### config.mk
export PLATFORM = sky130hd
export DESIGN_NAME = chunk_serial_adder
export DESIGN_NICKNAME = d
export VERILOG_FILES = /design/src/rtl/chunk_serial_adder.sv
export SDC_FILE = /design/constraint.sdc
export NUM_CORES = 1
export LEC_CHECK = 0
export CAP_MARGIN = 20
export CORE_ASPECT_RATIO = 2
export CORE_MARGIN = 2
export CORE_UTILIZATION = 45
export CTS_CLUSTER_SIZE = 14
export DETAILED_ROUTE_END_ITERATION = 10
export PLACE_DENSITY = 0.78
export SLEW_MARGIN = 20
export SYNTH_ARGS = -nofsm -noshare
export SYNTH_HDL_FRONTEND = slang
export SYNTH_SLANG_ARGS = --single-unit
export TNS_END_PERCENT = 30
### constraint.sdc
create_clock -name clk -period 5.8 [get_ports clk]
set_clock_uncertainty 0.2 [all_clocks]
set_input_delay 0.87 -clock clk [delete_from_list [all_inputs] [get_ports clk]]
set_output_delay 0.87 -clock clk [all_outputs]
set_load 0.02 [all_outputs]
### src/rtl/chunk_serial_adder.sv
// Multi-cycle adder/subtractor: captures WIDTH-bit operands on start and adds
// them CHUNK bits per clock through one shared slice, rippling a carry register.
module chunk_serial_adder #(
    parameter int WIDTH = 32,
    parameter int CHUNK = 8
) (
    input  logic             clk,
    input  logic             rst,
    input  logic             start,
    input  logic             sub,
    input  logic [WIDTH-1:0] a,
    input  logic [WIDTH-1:0] b,
    input  logic             ci,
    output logic             busy,
    output logic             done,
    output logic [WIDTH-1:0] sum,
    output logic             co,
    output logic             ovf
);

    localparam int NCHUNK = WIDTH / CHUNK;
    localparam int CW     = (NCHUNK > 1) ? $clog2(NCHUNK) : 1;
    localparam logic [CW-1:0]    LAST  = CW'(NCHUNK - 1);
    localparam logic [WIDTH-1:0] CMASK = WIDTH'({CHUNK{1'b1}});

    if ((CHUNK < 1) || (CHUNK > WIDTH) || (WIDTH % CHUNK != 0)) begin : g_bad_chunk
        $error("chunk_serial_adder: WIDTH must be a positive multiple of CHUNK");
    end

    typedef enum logic [1:0] {
        S_IDLE,
        S_RUN,
        S_DONE
    } state_e;

    state_e           state_q, state_d;
    logic [WIDTH-1:0] a_q, a_d;
    logic [WIDTH-1:0] b_q, b_d;
    logic [WIDTH-1:0] sum_q, sum_d;
    logic [CW-1:0]    cnt_q, cnt_d;
    logic             carry_q, carry_d;
    logic             co_q, co_d;
    logic             ovf_q, ovf_d;

    logic             accept;
    int               shift;
    logic [WIDTH-1:0] a_sh, b_sh;
    logic [CHUNK-1:0] res;
    logic             carry_nx;

    // A new request is taken in IDLE and also in DONE, so results can stream back-to-back.
    assign accept = start && (state_q != S_RUN);

    always_comb begin
        // NOTE: every comb output gets a default before any branch, so no path infers a latch.
        state_d = state_q;
        a_d     = a_q;
        b_d     = b_q;
        sum_d   = sum_q;
        cnt_d   = cnt_q;
        carry_d = carry_q;
        co_d    = co_q;
        ovf_d   = ovf_q;

        shift = int'(cnt_q) * CHUNK;
        a_sh  = a_q >> shift;
        b_sh  = b_q >> shift;
        {carry_nx, res} = {1'b0, a_sh[CHUNK-1:0]} + {1'b0, b_sh[CHUNK-1:0]}
                          + (CHUNK + 1)'(carry_q);

        case (state_q)
            S_RUN: begin
                sum_d   = (sum_q & ~(CMASK << shift)) | (WIDTH'(res) << shift);
                carry_d = carry_nx;
                cnt_d   = cnt_q + 1'b1;
                if (cnt_q == LAST) begin
                    co_d    = carry_nx;
                    ovf_d   = (a_q[WIDTH-1] == b_q[WIDTH-1]) && (res[CHUNK-1] != a_q[WIDTH-1]);
                    state_d = S_DONE;
                end
            end
            S_DONE:  state_d = S_IDLE;
            default: state_d = S_IDLE;
        endcase

        // Subtraction is a + ~b + 1; the mux keeps an undriven ci out of sub results.
        if (accept) begin
            a_d     = a;
            b_d     = sub ? ~b : b;
            carry_d = sub ? 1'b1 : ci;
            cnt_d   = '0;
            state_d = S_RUN;
        end
    end

    // NOTE: sequential state uses non-blocking assignments so all registers update together.
    always_ff @(posedge clk or posedge rst) begin
        if (rst) begin
            state_q <= S_IDLE;
            a_q     <= '0;
            b_q     <= '0;
            sum_q   <= '0;
            cnt_q   <= '0;
            carry_q <= 1'b0;
            co_q    <= 1'b0;
            ovf_q   <= 1'b0;
        end else begin
            state_q <= state_d;
            a_q     <= a_d;
            b_q     <= b_d;
            sum_q   <= sum_d;
            cnt_q   <= cnt_d;
            carry_q <= carry_d;
            co_q    <= co_d;
            ovf_q   <= ovf_d;
        end
    end

    assign busy = (state_q == S_RUN);
    assign done = (state_q == S_DONE);
    assign sum  = sum_q;
    assign co   = co_q;
    assign ovf  = ovf_q;

endmodule

Yosys cells after proc, flatten, opt, wreduce, memory -nomap -nowiden:

Cells that the tools add are included.

* register bits after elaboration: 103
* bits in latches: 0
* bits in writable memories: 0
* memory bits (read-only): 0
* input port bits: 69
* output and inout bits: 36
* logic and storage cells: 39
* memories: 0

* add/subtract/negate cells: 3
* multiply operators: 0
* div/mod/pow operators: 0
* order comparisons: 0
* eq/ne operators: 7
* shift-type cells: 4
* multiplexer cells: 9
* bitwise gates (word level): 4
* reduce and logical (&&, ||, !) cells: 4

Operator list (number)
* $not 32->32: 2
* $shr 32x5->8: 2
* $and 32x32->32: 1
* $mux 32: 1
* $or 32x32->32: 1
* $shl 8x5->32: 1
* $shl 8x5->32 const A: 1
* $mux 2: 5
* $add 8x8->9: 1
* $add 9x1->9: 1
* $eq 2x2->1 const B: 2
* $mux 1: 3
* $ne 3x1->1 const B: 1
* $add 2x1->2 const B: 1
* $eq 2x1->1 const B: 1
* $logic_and 1x1->1: 2
* $ne 2x1->1 const B: 1
* $reduce_and 2->1: 1
* $reduce_bool 2->1: 1
* $eq 1x1->1: 1
* $ne 1x1->1: 1

Logic depth before layout (Yosys ltp):

Gate-level depths: netlist (run 1).

* depth after elaboration: 5
* mapped depth: 10
* mapped depth without buffers: 9

Least setup slack after synthesis (run 1):

OpenSTA, ideal clock, no wires.

* path kind: reg-to-reg
* start: reg cnt_q[0]
* end: reg sum_q[14], in the netlist sum[14]
* library setup time: 0.132 ns
* data arrival time: 2.746 ns
* data required time: 5.468 ns
* slack: 2.721 ns
* stages on the path, launching flop included: 11
* buffers on the path: 1
* clock period less this slack: 3.079 ns
* cells stage by stage: dfrtp_1 -> buf_4 -> mux4_2 -> fa_1 -> inv_1 -> fa_1 -> nor2b_1 -> o21a_1 -> o2111a_1 -> a311oi_2 -> o21ai_1

* cells in the longest elaborated chain, start to end: 5
* elaborated cells on any way between the ends: 9
* classes of those cells: 2 x add/sub; 4 x shift; 3 x bitwise

RTL lines
* start: declaration: RTL line 40 `logic [CW-1:0] cnt_q, cnt_d;`
* start signal: assignment: RTL line 112 `cnt_q <= cnt_d;`
* $shr 32x5->8 (on tied branches): RTL line 66, 67
* $add 8x8->9: RTL line 68 `{carry_nx, res} = {1'b0, a_sh[CHUNK-1:0]} + {1'b0, b_sh[CHUNK-1:0]}`
* $add 9x1->9: RTL line 69 `+ (CHUNK + 1)'(carry_q);`
* $shl 8x5->32: RTL line 73 `sum_d = (sum_q & ~(CMASK << shift)) | (WIDTH'(res) << shift);`
* $or 32x32->32 *: RTL line 73
* end signal: assignment: RTL line 111 `sum_q <= sum_d;`
* end: declaration: RTL line 39 `logic [WIDTH-1:0] sum_q, sum_d;`

Mark *: on every way between the ends. The rest lies on a longest branch, timed or not.
A chain may end at the register's enable or synchronous reset.

Final worst setup path (run 1):

* start: reg cnt_q[0]
* end: reg sum_q[30], in the netlist sum[30]

Same word-level chain as after synthesis.

==> flow_metrics.py, run 1 <==
metrics = {
    "outcome": {
        "status": "completed",
    },
    "timing": {
        "maxSlewHeadroom": 0.3783,
        "hold_viol": 0,
        "tightest_slew_ns": 0.9326,
        "tns_ns": 0,
        "min_period_over_period": 0.6124,
        "setup_violations": 0,
        "rsz0062_at_grt": "false",
        "period_minus_slack_ns": 3.552,
        "report.final.slew_viol_count": 0,
        "fin_ws_ns": 2.248,
        "fmax_mhz": 281.6,
    },
    "cells_and_area": {
        "stdcell_count": 642,
        "antennaDiodeCount": 0,
        "drive_gt1_frac": 0.1386,
        "fillers": 841,
        "nets": 582,
        "fin_util": 0.5978,
        "area_growth_pct": 29.45,
    },
    "worst_hold_path": {
        "hold_depth": 2,
        "min_path_type": "reg -> reg",
        "hold_end": "sum[1]$_DFFE_PP0P_",
        "hp-start": "sum[1]$_DFFE_PP0P_",
    },
    "clocking": {
        "cts_sinks": 103,
        "hold_buffers": 0,
        "post_cts_buffers": 0,
        "clkTransAtPathRegs_ns": 0.07,
        "numCtsBuffers": 9,
        "htree_levels": 3,
        "cts_root_buf": "clkbuf_16",
        "cts_resized": 0,
        "cts_tree": "done",
        "clock_latency_ns": 0.35,
        "max-clock-path-buffers": 2,
    },
    "yosys": {
        "yosysSeqAreaShare": 0.5293,
        "syn-num-nets": 485,
        "synth-seq-cells": 103,
        "synth_top_area_frac": 0.5293,
        "ys_types": 42,
        "synthCells": 403,
        "synth_top_cell_by_area": "dfrtp_1",
        "synthTopCellsByArea": "dfrtp_1, mux4_2, xnor2_1",
        "avgSynthCellArea_um2": 12.08,
        "yosysWarnings": 0,
        "netlist_area_um2": 4870,
    },
    "worst_setup_path": {
        "r2r_setup_slack_ns": 2.25,
        "path_common_cell": "fa_1",
        "cp_max_fo": 15,
        "start_kind": "flip-flop",
        "crit_arrival_ns": 3.57,
        "crit_required_ns": 5.82,
        "r2r_end": "sum[30]$_DFFE_PP0P_",
        "cp_cell_sequence": "mux4_2 > fa_1 > inv_1 > fa_1 > nor2b_1 > o21a_1 > o2111a_1 > a311oi_2 > o21ai_1",
        "crit_type": "reg -> reg",
        "critPathBufInv": 1,
        "rr_startpoint": "cnt_q[0]$_DFFE_PP0P_",
        "critPathTopFamily": "compound AO/OA/AOI/OAI gates",
        "reg2reg_depth": 9,
        "cp-end-kind": "flip-flop",
        "cp_slowest_cell": "dfrtp_1",
        "slowest_delay_ns": 0.85,
    },
    "floorplan": {
        "io_pins": 105,
        "die_x_um": 77.56,
        "num_rows": 53,
        "initial_core_util": 0.4618,
        "core_um2": 10540,
        "die_area_um2": 11720,
        "die_h_um": 151.1,
    },
    "power": {
        "fin_total_pwr_mw": 4.337,
        "max-vdd-ir-drop_mv": 0.3480,
        "power.density_nw_per_um2": 688.1,
        "p_leak_nw": 2.658,
    },
    "routing": {
        "final_antenna_net_count": 0,
        "drc": 0,
        "drtIter0Drc": 144,
        "dr.pass1.iters": 4,
        "via_per_inst": 5.280,
        "routed-via-count": 3390,
        "detail_route.wl_per_cell_um": 17.40,
        "wirelength_um": 11170,
    },
    "job": {
        "maxCapViolCount": 0,
    },
    "grt": {
        "grt.total_usage": 0.2030,
        "antenna_found_initial": 0,
        "grt_max_degree": 98,
        "grt_pass1_vias": 3547,
        "globalRoute.totalOverflow": 0,
        "grt_first_pass_wirelength_um": 17870,
    },
    "placement": {
        "dpl.hpwl_um": 8690,
        "portBuffers": 104,
        "pre_cts_ws_ns": 2.221,
        "place_inst": 626,
        "gp_congestion": 0.8907,
    },
}
-- cell families (layout without fill, tap and decap cells) --
logic type               count (synthesis)  count (layout)  synth area share
flip-flops                             103             103            0.5293
multiplexers                            48              48            0.1480
AO/OA/AOI/OAI                           91              91            0.1244
adder cells (fa/ha/maj)                 13              13           0.03649
XOR/XNOR                                35              35           0.06295
AND/OR/NAND/NOR                         80              80           0.06860
buffers and inverters                   33             135           0.03032
-- area by class of cell --
type	instances	area [µm²]	area share
clock buffers	9	225.2	0.03573
repair buffers	107	1059	0.1679
clock inverters	7	73.82	0.01171
inverters	12	47.55	0.007543
multi-input cells	267	2150	0.3410
well taps	137	171.4	0.02719
flip-flops and latches	103	2577	0.4089
-- how the worst max path moves through the flow --
stage / start / to / slack (ns) / cells past startpoint
floorplan: rst / a_q[0]$_DFFE_PP0P_ / 2.03 / 1
global placement: cnt_q[0]$_DFFE_PP0P_ / sum[14]$_DFFE_PP0P_ / 2.29 / 9
detailed placement: cnt_q[0]$_DFFE_PP0P_ / sum[30]$_DFFE_PP0P_ / 2.22 / 9
CTS: cnt_q[0]$_DFFE_PP0P_ / sum[14]$_DFFE_PP0P_ / 2.20 / 9
global route: cnt_q[0]$_DFFE_PP0P_ / sum[14]$_DFFE_PP0P_ / 1.95 / 9
finish: cnt_q[0]$_DFFE_PP0P_ / sum[30]$_DFFE_PP0P_ / 2.25 / 9
-- through the flow --
| stage | hold WS [ns] | instance area (µm²) |
|---|---|---|
| after floorplan | 0.2446 | 4870 |
| after global placement | 0.2594 | 6005 |
| after detailed placement | 0.2695 | 6005 |
| after CTS | 0.2843 | 6304 |
| after global routing | 0.3095 | 6304 |
| final | 0.2803 | 6304 |
-- per-layer routing --
metal / share of wire / wire (µm) / global-route usage
met1: 0.35 / 3915 / 0.2093
met2: 0.59 / 6632 / 0.3930
met3: 0.025 / 283 / 0.03516
met4: 0.030 / 340 / 0.09018
met5: 0 / 0 / 0
-- cells in the final DEF, fill, tap and decap left out, drive strengths merged, types with 3 or more instances in the layout --
| master | count |
|---|---|
| mux2 | 32 |
| a21oi | 3 |
| ha | 11 |
| a22o | 20 |
| clkbuf | 9 |
| xnor2 | 35 |
| buf | 4 |
| inv | 12 |
| nor3 | 4 |
| clkinvlp | 4 |
| dfrtp | 103 |
| mux4 | 16 |
| nand2 | 55 |
| clkdlybuf4s50 | 103 |
| nor2 | 10 |
| nand3 | 5 |
| o21ai | 53 |
-- worst register-to-register path, delay by kind of cell (launching register included) --
| family | cells | cell delay (ns) |
|---|---|---|
| simple gates | 1 | 0.06 |
| flops | 1 | 0.85 |
| mux | 1 | 0.62 |
| compound gates | 4 | 0.92 |
| buf+inv | 1 | 0.09 |
| fa+ha+maj | 2 | 0.67 |
-- synth_stat cells (all sizes together) --
cell	instances
or2	1
buf	16
nand3	5
mux4	16
a211oi	2
o32ai	1
o2111a	1
nor2b	2
o31ai	1
nor3	4
a311oi	1
a21oi	3
mux2	32
inv	12
a21o	1
clkbuf	5
xnor2	35
or3	2
a22o	20
nand2b	1
fa	2
nor2	10
o21a	1
o211a	1
a2bb2oi	1
ha	11
a22oi	1
o211ai	2
a211o	1
nand2	55
dfrtp	103
o21ai	53
a221o	1
-- sequential cells by signal (all words and copies together), names as in the netlist --
register and count:
ovf 1, a_q 32, cnt_q 2, sum 32
state_q 2, co 1, carry_q 1, b_q 32
-- power breakdown --
part,switching (mW),total (mW),internal (mW),leakage [nW]
combinational,1.34,2.42,1.08,1.27
sequential,0.230,1.31,1.08,1.26
clock,0.271,0.605,0.334,0.134
total,1.84,4.34,2.49,2.66
Power figures use the tool's default switching activity.
==> run 2: changes to the inputs <==
- PLACE_DENSITY: 0.78 -> 0.81
- clock period: 5.8 -> 3.1 ns (I/O delays scaled with it)
==> run 2 against run 1 <==
Against the previous run: maximum frequency grew 20%; critical path type unchanged; register-to-register slack worse by 2.1 ns; highest routed layer unchanged; core utilization is 1.3 points higher; non-clock buffer count up 12; setup slack got worse by 2.1 ns; sequential cell count unchanged.
==> flow_metrics.py, run 2 (synthesis gave the netlist of run 1 again) <==
metrics = {
    "job": {
        "maxCapViolCount": 0,
    },
    "clocking": {
        "htree_levels": 3,
        "numCtsBuffers": 9,
        "cts_root_buf": "clkbuf_16",
        "cts_tree": "done",
        "clock_latency_ns": 0.35,
        "cts_sinks": 103,
        "max-clock-path-buffers": 2,
        "clkTransAtPathRegs_ns": 0.07,
    },
    "timing": {
        "period_minus_slack_ns": 2.964,
        "fmax_mhz": 337.3,
        "maxSlewHeadroom": 0.3972,
        "hold_viol": 0,
        "tightest_slew_ns": 0.9010,
        "min_period_over_period": 0.9563,
        "setup_violations": 0,
        "report.final.slew_viol_count": 0,
    },
    "grt": {
        "antenna_found_initial": 0,
        "grt.total_usage": 0.2100,
        "globalRoute.totalOverflow": 0,
        "grt_first_pass_wirelength_um": 18500,
        "grt_max_degree": 88,
        "grt_pass1_vias": 3691,
    },
    "worst_setup_path": {
        "crit_type": "reg -> reg",
        "cp_slowest_cell": "mux4_2",
        "cp_cell_sequence": "mux4_2 > fa_2 > inv_1 > fa_1 > nor2b_1 > o21a_1 > o2111a_1 > a311oi_4 > o21ai_1",
        "critPathBufInv": 1,
        "start_kind": "flip-flop",
        "crit_required_ns": 3.12,
        "slowest_delay_ns": 0.53,
        "cp-end-kind": "flip-flop",
        "crit_arrival_ns": 2.98,
        "critPathTopFamily": "compound AO/OA/AOI/OAI gates",
        "cp_max_fo": 5,
    },
    "floorplan": {
        "num_rows": 53,
        "die_h_um": 151.1,
        "die_area_um2": 11720,
        "core_um2": 10540,
        "io_pins": 105,
        "die_x_um": 77.56,
        "initial_core_util": 0.4618,
    },
    "cells_and_area": {
        "fillers": 836,
        "drive_gt1_frac": 0.1663,
        "antennaDiodeCount": 0,
        "design_area_um2": 6439,
        "mostFrequentLayoutCells": "clkdlybuf4s50_1, dfrtp_1, nand2_1",
        "final_common_cell": "clkdlybuf4s50_1",
        "area_growth_pct": 32.22,
        "nets": 594,
    },
    "power": {
        "max-vdd-ir-drop_mv": 0.7638,
        "fin_total_pwr_mw": 8.536,
        "power.density_nw_per_um2": 1326,
        "p_leak_nw": 2.725,
    },
    "placement": {
        "portBuffers": 104,
        "gp_congestion": 0.8665,
        "dpl-instance-area_um2": 6096,
        "dpl.hpwl_um": 9052,
    },
    "routing": {
        "detail_route.wl_per_cell_um": 17.54,
        "routed-via-count": 3499,
        "drc": 0,
        "wirelength_um": 11470,
        "final_antenna_net_count": 0,
        "drtIter0Drc": 181,
        "dr.pass1.iters": 4,
        "via_per_inst": 5.350,
    },
    "worst_hold_path": {
        "min_path_type": "in -> async",
    },
    "outcome": {
        "status": "completed",
    },
}
## run 2: per-stage QoR
step | util | hold slack (ns) | cells | setup slack, ns | TNS, ns
after floorplan | - | 0.2446 | 403 | 0.02129 | 0
after global placement | 0.5781 | 0.2573 | 637 | 0.1273 | 0
after detailed placement | 0.5781 | 0.2701 | 637 | 0.06090 | 0
after CTS | 0.6071 | 0.2654 | 653 | 0.02711 | 0
after global routing | 0.6107 | 0.2876 | 654 | -0.001335 | -0.002659
final | 0.6107 | 0.2619 | 654 | 0.1355 | 0
## run 2: metal layers
metal,vias up,GRT usage,share of wire
met5,-,0,0
met4,0,0.1295,0.049
met3,35,0.02384,0.026
met2,86,0.4100,0.59
met1,1730,0.2055,0.33
li1,1648,-,-
## run 2: power breakdown
group          internal [mW]  total, mW  switching [mW]
clock network          0.636       1.14           0.507
logic                   2.31       5.00            2.69
registers               2.02       2.40           0.376
## run 2: what timing repair did
item                                    CTS  global route
endpoints found under the setup margin    0            15
buffers inserted                          0             1
gates resized for setup                   0             5
hold buffers                              0             0
## run 2: final timing paths
path / from / to / slack, ns / cells past startpoint
max in group asynchronous: rst / a_q[8]$_DFFE_PP0P_ / 1.68 / 3
setup / recovery: cnt_q[0]$_DFFE_PP0P_ / sum[14]$_DFFE_PP0P_ / 0.14 / 9
min in group clk: b_q[4]$_DFFE_PP0P_ / b_q[4]$_DFFE_PP0P_ / 0.28 / 2
hold reg to reg: b_q[4]$_DFFE_PP0P_ / b_q[4]$_DFFE_PP0P_ / 0.28 / 2
hold / removal: rst / a_q[30]$_DFFE_PP0P_ / 0.26 / 2
setup reg to reg: cnt_q[0]$_DFFE_PP0P_ / sum[14]$_DFFE_PP0P_ / 0.14 / 9
## run 2: area by class of cell
type	count	area, µm²	share of cell area
clock buffer	9	225.2	0.03498
clock inverter	7	80.08	0.01244
inverter	12	48.80	0.007579
multi-input combinational	267	2173	0.3375
sequential	103	2579	0.4005
tap	137	171.4	0.02662
timing repair buffer	119	1161	0.1803
## run 2: worst register-to-register path, cell delays in order, from the launching register on
cell and delay, ns:
dfrtp_2 0.42, mux4_2 0.54, fa_2 0.40, inv_1 0.08
fa_1 0.20, nor2b_1 0.06, o21a_1 0.20, o2111a_1 0.28
a311oi_4 0.34, o21ai_1 0.11
